[src/rtl/cache_types.sv]
// rtl/cache_types.sv - shared types and constants for the L1 cache controller
// Contents: controller state encoding and datapath address-mux select codes.
package cache_types;

   typedef enum logic [1:0] {
      IDLE,
      WRITEBACK,
      FETCH
   } cache_state_t;

   localparam logic [1:0] ADDR_CPU  = 2'd0;
   localparam logic [1:0] ADDR_WAY0 = 2'd1;
   localparam logic [1:0] ADDR_WAY1 = 2'd2;
   localparam logic [1:0] ADDR_NEXT = 2'd3;

endpackage

[src/rtl/sat_counter.sv]
// rtl/sat_counter.sv - saturating event counter
// Ports: clk, rst (sync, active-high), inc (count one event), count (holds at all-ones).
module sat_counter #(
   parameter int W = 32
) (
   input  logic         clk,
   input  logic         rst,
   input  logic         inc,
   output logic [W-1:0] count
);

   always_ff @(posedge clk) begin
      if (rst) begin
         count <= '0;
      end else if (inc && (count != {W{1'b1}})) begin
         count <= count + 1'b1;
      end
   end

endmodule

[src/rtl/cache_control.sv]
// rtl/cache_control.sv - control FSM for the 2-way write-back, write-allocate L1 cache
// Ports: CPU request/response (mem_read, mem_write, mem_resp), physical-memory handshake
// (pmem_read, pmem_write, pmem_resp), array status (hit*, valid*_out, dirty*_out, lru_out),
// array write strobes and data (load_*, *_in), datapath mux selects, hit/miss counters.
module cache_control
   import cache_types::*;
#(
   parameter int CNT_W = 32
) (
   input  logic             clk,
   input  logic             rst,
   input  logic             mem_read,
   input  logic             mem_write,
   output logic             mem_resp,
   output logic             pmem_read,
   output logic             pmem_write,
   input  logic             pmem_resp,
   input  logic             hit0,
   input  logic             hit1,
   input  logic             valid0_out,
   input  logic             valid1_out,
   input  logic             dirty0_out,
   input  logic             dirty1_out,
   input  logic             lru_out,
   output logic             load_data0,
   output logic             load_data1,
   output logic             load_tag0,
   output logic             load_tag1,
   output logic             load_valid0,
   output logic             load_valid1,
   output logic             load_dirty0,
   output logic             load_dirty1,
   output logic             load_lru,
   output logic             valid0_in,
   output logic             valid1_in,
   output logic             dirty0_in,
   output logic             dirty1_in,
   output logic             lru_in,
   output logic             datamux_sel,
   output logic [1:0]       addrmux_sel,
   output logic [CNT_W-1:0] hit_count,
   output logic [CNT_W-1:0] miss_count
);

   cache_state_t state, next_state;

   logic req;
   logic hit;
   logic victim_dirty;
   logic hit_inc;
   logic miss_inc;

   assign req = mem_read | mem_write;
   assign hit = hit0 | hit1;
   // lru is only rewritten on a hit, so lru_out names the same victim for the whole miss.
   assign victim_dirty = lru_out ? (valid1_out & dirty1_out) : (valid0_out & dirty0_out);

   assign hit_inc  = (state == IDLE) && req && hit;
   assign miss_inc = (state == IDLE) && req && !hit;

   always_ff @(posedge clk) begin
      if (rst) begin
         state <= IDLE;
      end else begin
         state <= next_state;
      end
   end

   always_comb begin
      next_state  = state;
      mem_resp    = 1'b0;
      pmem_read   = 1'b0;
      pmem_write  = 1'b0;
      load_data0  = 1'b0;
      load_data1  = 1'b0;
      load_tag0   = 1'b0;
      load_tag1   = 1'b0;
      load_valid0 = 1'b0;
      load_valid1 = 1'b0;
      load_dirty0 = 1'b0;
      load_dirty1 = 1'b0;
      load_lru    = 1'b0;
      valid0_in   = 1'b0;
      valid1_in   = 1'b0;
      dirty0_in   = 1'b0;
      dirty1_in   = 1'b0;
      lru_in      = 1'b0;
      datamux_sel = 1'b0;
      addrmux_sel = ADDR_CPU;

      case (state)
         IDLE: begin
            if (req) begin
               if (hit) begin
                  mem_resp = 1'b1;
                  load_lru = 1'b1;
                  lru_in   = hit0;  // next victim is the way not just used
                  if (mem_write) begin
                     datamux_sel = 1'b1;
                     if (hit0) begin
                        load_data0  = 1'b1;
                        load_dirty0 = 1'b1;
                        dirty0_in   = 1'b1;
                     end else begin
                        load_data1  = 1'b1;
                        load_dirty1 = 1'b1;
                        dirty1_in   = 1'b1;
                     end
                  end
               end else begin
                  next_state = victim_dirty ? WRITEBACK : FETCH;
               end
            end
         end
         WRITEBACK: begin
            pmem_write  = 1'b1;
            addrmux_sel = lru_out ? ADDR_WAY1 : ADDR_WAY0;
            if (pmem_resp) begin
               next_state = FETCH;
            end
         end
         FETCH: begin
            pmem_read = 1'b1;
            if (pmem_resp) begin
               // Install the fill as clean; a pending write merges on the following hit cycle.
               if (lru_out) begin
                  load_data1  = 1'b1;
                  load_tag1   = 1'b1;
                  load_valid1 = 1'b1;
                  load_dirty1 = 1'b1;
                  valid1_in   = 1'b1;
               end else begin
                  load_data0  = 1'b1;
                  load_tag0   = 1'b1;
                  load_valid0 = 1'b1;
                  load_dirty0 = 1'b1;
                  valid0_in   = 1'b1;
               end
               next_state = IDLE;
            end
         end
         default: begin
            next_state = IDLE;
         end
      endcase
   end

   sat_counter #(.W(CNT_W)) u_hit_counter (
      .clk   (clk),
      .rst   (rst),
      .inc   (hit_inc),
      .count (hit_count)
   );

   sat_counter #(.W(CNT_W)) u_miss_counter (
      .clk   (clk),
      .rst   (rst),
      .inc   (miss_inc),
      .count (miss_count)
   );

endmodule

[config.mk]
export PLATFORM = sky130hd
export DESIGN_NAME = cache_control
export DESIGN_NICKNAME = d
export VERILOG_FILES = /design/src/rtl/cache_types.sv /design/src/rtl/sat_counter.sv /design/src/rtl/cache_control.sv
export SDC_FILE = /design/constraint.sdc
export NUM_CORES = 1
export LEC_CHECK = 0
export BUFFER_PORTS_ARGS = -buffer_cell sky130_fd_sc_hd__buf_4
export CORE_UTILIZATION = 56
export CTS_CLUSTER_SIZE = 24
export DETAILED_ROUTE_END_ITERATION = 6
export GPL_TIMING_DRIVEN = 0
export PLACE_DENSITY = 0.86
export SLEW_MARGIN = 25
export SYNTH_ARGS = -nofsm -noshare
export SYNTH_HDL_FRONTEND = slang
export SYNTH_SLANG_ARGS = --single-unit
[constraint.sdc]
create_clock -name clk -period 3.53 [get_ports clk]
set_input_delay 0.353 -clock clk [delete_from_list [all_inputs] [get_ports clk]]
set_output_delay 0.353 -clock clk [all_outputs]
set_load 0.02 [all_outputs]
==> impl_metrics.env <==
export IMPL_pwr_share_comb_pct=8.6
export IMPL_critical_path_startpoint_type="register"
export IMPL_fin_tns_setup_ns=0
export IMPL_gp_congestion=0.8572
export IMPL_drtIter0Drc=144
export IMPL_peakVddDrop_v=0.0002646
export IMPL_slew_headroom_pct=55.76
export IMPL_synth_top_area_share_pct=38.71
export IMPL_fp_coreArea_um2=5886
export IMPL_maxCapViolCount=0
export IMPL_vias_per_cell=5.534
export IMPL_port_buffers=95
export IMPL_dr_pass1_iters=6
export IMPL_drv_slew=0
export IMPL_crit_required_ns=3.75
export IMPL_num_rows=28
export IMPL_wl_per_cell_um=13.94
export IMPL_worst_ep_arrival_time_ns=2.71
export IMPL_critPathKind="register to register"
export IMPL_numCtsBuffers=9
export IMPL_syn_num_nets=422
export IMPL_power_frac_seq_pct=47.3
export IMPL_syn_inst=408
export IMPL_die_width_um=80.07
export IMPL_diodes=0
export IMPL_grt_max_degree=13
export IMPL_min_to="state[1]$_SDFFE_PP0P_"
export IMPL_async_flop_share_pct=0
export IMPL_cp_max_fo=10
export IMPL_cts_root_buf="clkbuf_8"
export IMPL_fin_cells=594
export IMPL_clock_sinks=66
export IMPL_finalNetCount=528
export IMPL_worst_slew_pin_slew_ns=0.6581
export IMPL_hold_viol_final=0
export IMPL_vias=3287
export IMPL_yosys_top_cells_area="dfxtp_1 39%, nor2_1 8.6%, xor2_1 8.2%"
export IMPL_cts_setup_buffers=0
export IMPL_netlist_top_cells_count="78 x nor2_1, 66 x dfxtp_1, 32 x xor2_1"
export IMPL_synth_edff_count=0
export IMPL_grt_use_total_pct=26.89
export IMPL_r2r_slack_ns=1.03
export IMPL_hold_path_class="input pin to register"
export IMPL_finalWirelength_mm=8.278
export IMPL_min_period_ns=2.496
export IMPL_worstReg2RegStart="u_miss_counter.count[0]$_SDFFE_PP0P_"
export IMPL_swShare_pct=24.85
export IMPL_p_int_mw=1.207
export IMPL_cts_tree="yes"
export IMPL_min_from="rst"
export IMPL_start_util_pct=57.99
export IMPL_ys_seq_elements=66
export IMPL_whs_path_depth=2
export IMPL_ant_nets=0
export IMPL_cts_hold_buf=0
export IMPL_grt_pass1_wl_mm=13.63
export IMPL_io_pins=96
export IMPL_clock_path_buffers=2
export IMPL_grt_setup_unrepaired="false"
export IMPL_yosysTopAreaCell="dfxtp_1"
export IMPL_area_growth_pct=30.02
export IMPL_ys_seq_area_share_pct=38.71
export IMPL_startpoint="u_miss_counter.count[0]$_SDFFE_PP0P_"
export IMPL_clock_latency_ns=0.34
export IMPL_leakage_nw=1.785
export IMPL_finalCritPeriodShare_pct=70.71
export IMPL_grt_pass1_vias=3012
export IMPL_whs_ns=0.1902
export IMPL_power_density_nw_per_um2=361.9
export IMPL_ys_flop_type="dfxtp_1"
export IMPL_syn_area_per_cell_um2=8.366
export IMPL_ys_warn_count=0
export IMPL_placedCellCount=578
export IMPL_clk_pin_slew_ns=0.08
export IMPL_fill_cells=450
export IMPL_switchingPower_mw=0.3991
export IMPL_yosysMostFrequentCell="nor2_1"
export IMPL_pwr_share_clk_pct=44.0
export IMPL_clock_skew_ns=0.006365
export IMPL_cts_max_level=3
export IMPL_cp_end_kind="register"
export IMPL_drive_above_1_share_pct=26.97
export IMPL_die_y_um=80.07
export IMPL_finalSetupViolCount=0
export IMPL_place_hpwl_mm=6.033
export IMPL_synthDistinctLibCells=49
export IMPL_design_die_area_um2=6411
export IMPL_outcome="finished, final reports clean"
export IMPL_fmax_mhz=400.6
export IMPL_syn_area_um2=3413
export IMPL_timing_rr_end="u_miss_counter.count[10]$_SDFFE_PP0P_"
export IMPL_grt_overflow=0
export IMPL_r2r_cells=8
export IMPL_antenna_found_initial=0
export IMPL_drc=0
export IMPL_ctsResizeCount=0
[cell usage in the layout (no fill, tap or decap), types with 3 or more instances in the layout]
cell / n
nand4b_1: 3
and4_1: 4
nor4_2: 4
or3_1: 4
a21oi_1: 8
dfxtp_1: 66
and2_1: 4
xor2_1: 32
nand3_1: 26
buf_4: 102
nor3_1: 11
buf_2: 3
nor2_1: 78
clkbuf_1: 9
o21ai_0: 5
nand4_1: 28
xnor2_1: 21
nand2_1: 25
nor4_1: 5
mux2i_1: 3
clkbuf_8: 9
a31oi_1: 3
and3_1: 13
inv_1: 7
[how the worst max path moves through the flow]
stage	end	slack (ns)	cells past startpoint
after floorplan	u_miss_counter.count[7]$_SDFFE_PP0P_	1.41	8
after global placement	u_miss_counter.count[10]$_SDFFE_PP0P_	1.15	8
after detailed placement	u_miss_counter.count[7]$_SDFFE_PP0P_	1.12	8
after CTS	u_miss_counter.count[7]$_SDFFE_PP0P_	1.09	8
after global routing	u_miss_counter.count[10]$_SDFFE_PP0P_	0.86	8
final	u_miss_counter.count[10]$_SDFFE_PP0P_	1.03	8
[cells by family (layout without fill, tap and decap cells)]
kind of cell | count (synthesis) | count (layout) | synth area share [%]
DFF | 66 | 66 | 38.71
AOI/OAI and AO/OA | 22 | 22 | 3.886
muxes | 3 | 3 | 0.8798
adders and majority gates | 2 | 2 | 0.7330
and+or+nand+nor | 234 | 234 | 38.01
buffers and inverters | 28 | 139 | 4.179
xor gates and xnor gates | 53 | 53 | 13.60
[power by group through the flow]
stage	registers [mW]	logic, mW	clock network, mW
floorplan	0.783	0.0757	0
global placement	0.777	0.136	0
detailed placement	0.777	0.139	0
CTS	0.760	0.140	0.714
global route	0.762	0.150	0.740
finish	0.760	0.139	0.707
[state kept, by name, indices dropped and copies added (netlist names)]
signal / count
u_hit_counter.count: 32
u_miss_counter.count: 32
state: 2
[worst max-delay path, cell delays in order, from the launching register on]
cell     delay, ns
dfxtp_1       0.44
ha_1          0.25
nand4_1       0.21
nor4_2        0.62
a31oi_1       0.27
buf_2         0.25
nand4_1       0.12
xor2_1        0.15
nor2_1        0.05
[cell type report]
| type | instances | area (µm²) | area share (%) |
|---|---|---|---|
| Clock buffer | 9 | 123.9 | 2.791 |
| Multi-Input combinational cell | 314 | 1949 | 43.92 |
| Timing Repair Buffer | 95 | 713.2 | 16.07 |
| Clock inverter | 7 | 93.84 | 2.114 |
| Buffer | 21 | 116.4 | 2.622 |
| Inverter | 7 | 26.28 | 0.5920 |
| Sequential cell | 66 | 1321 | 29.77 |
| Tap cell | 75 | 93.84 | 2.114 |
[through the flow]
step           worst slack, ns  utilization, %  power [mW]  instance area [µm²]
6_report                 1.034           75.40       1.606                 4438
3_5_place_dp             1.123           71.70      0.9168                 4220
2_1_floorplan            1.414               -      0.8583                 3413
3_3_place_gp             1.148           71.70      0.9133                 4220
5_1_grt                 0.8603           75.40       1.651                 4438
4_1_cts                  1.094           75.40       1.614                 4438
[per-layer routing]
metal	part of all wire (%)	global-route usage, %
met3	4.3	4.545
met2	50	45.90
met5	0	0
met1	44	32.98
met4	2.1	12.14
(Power assumes the default switching activity.)
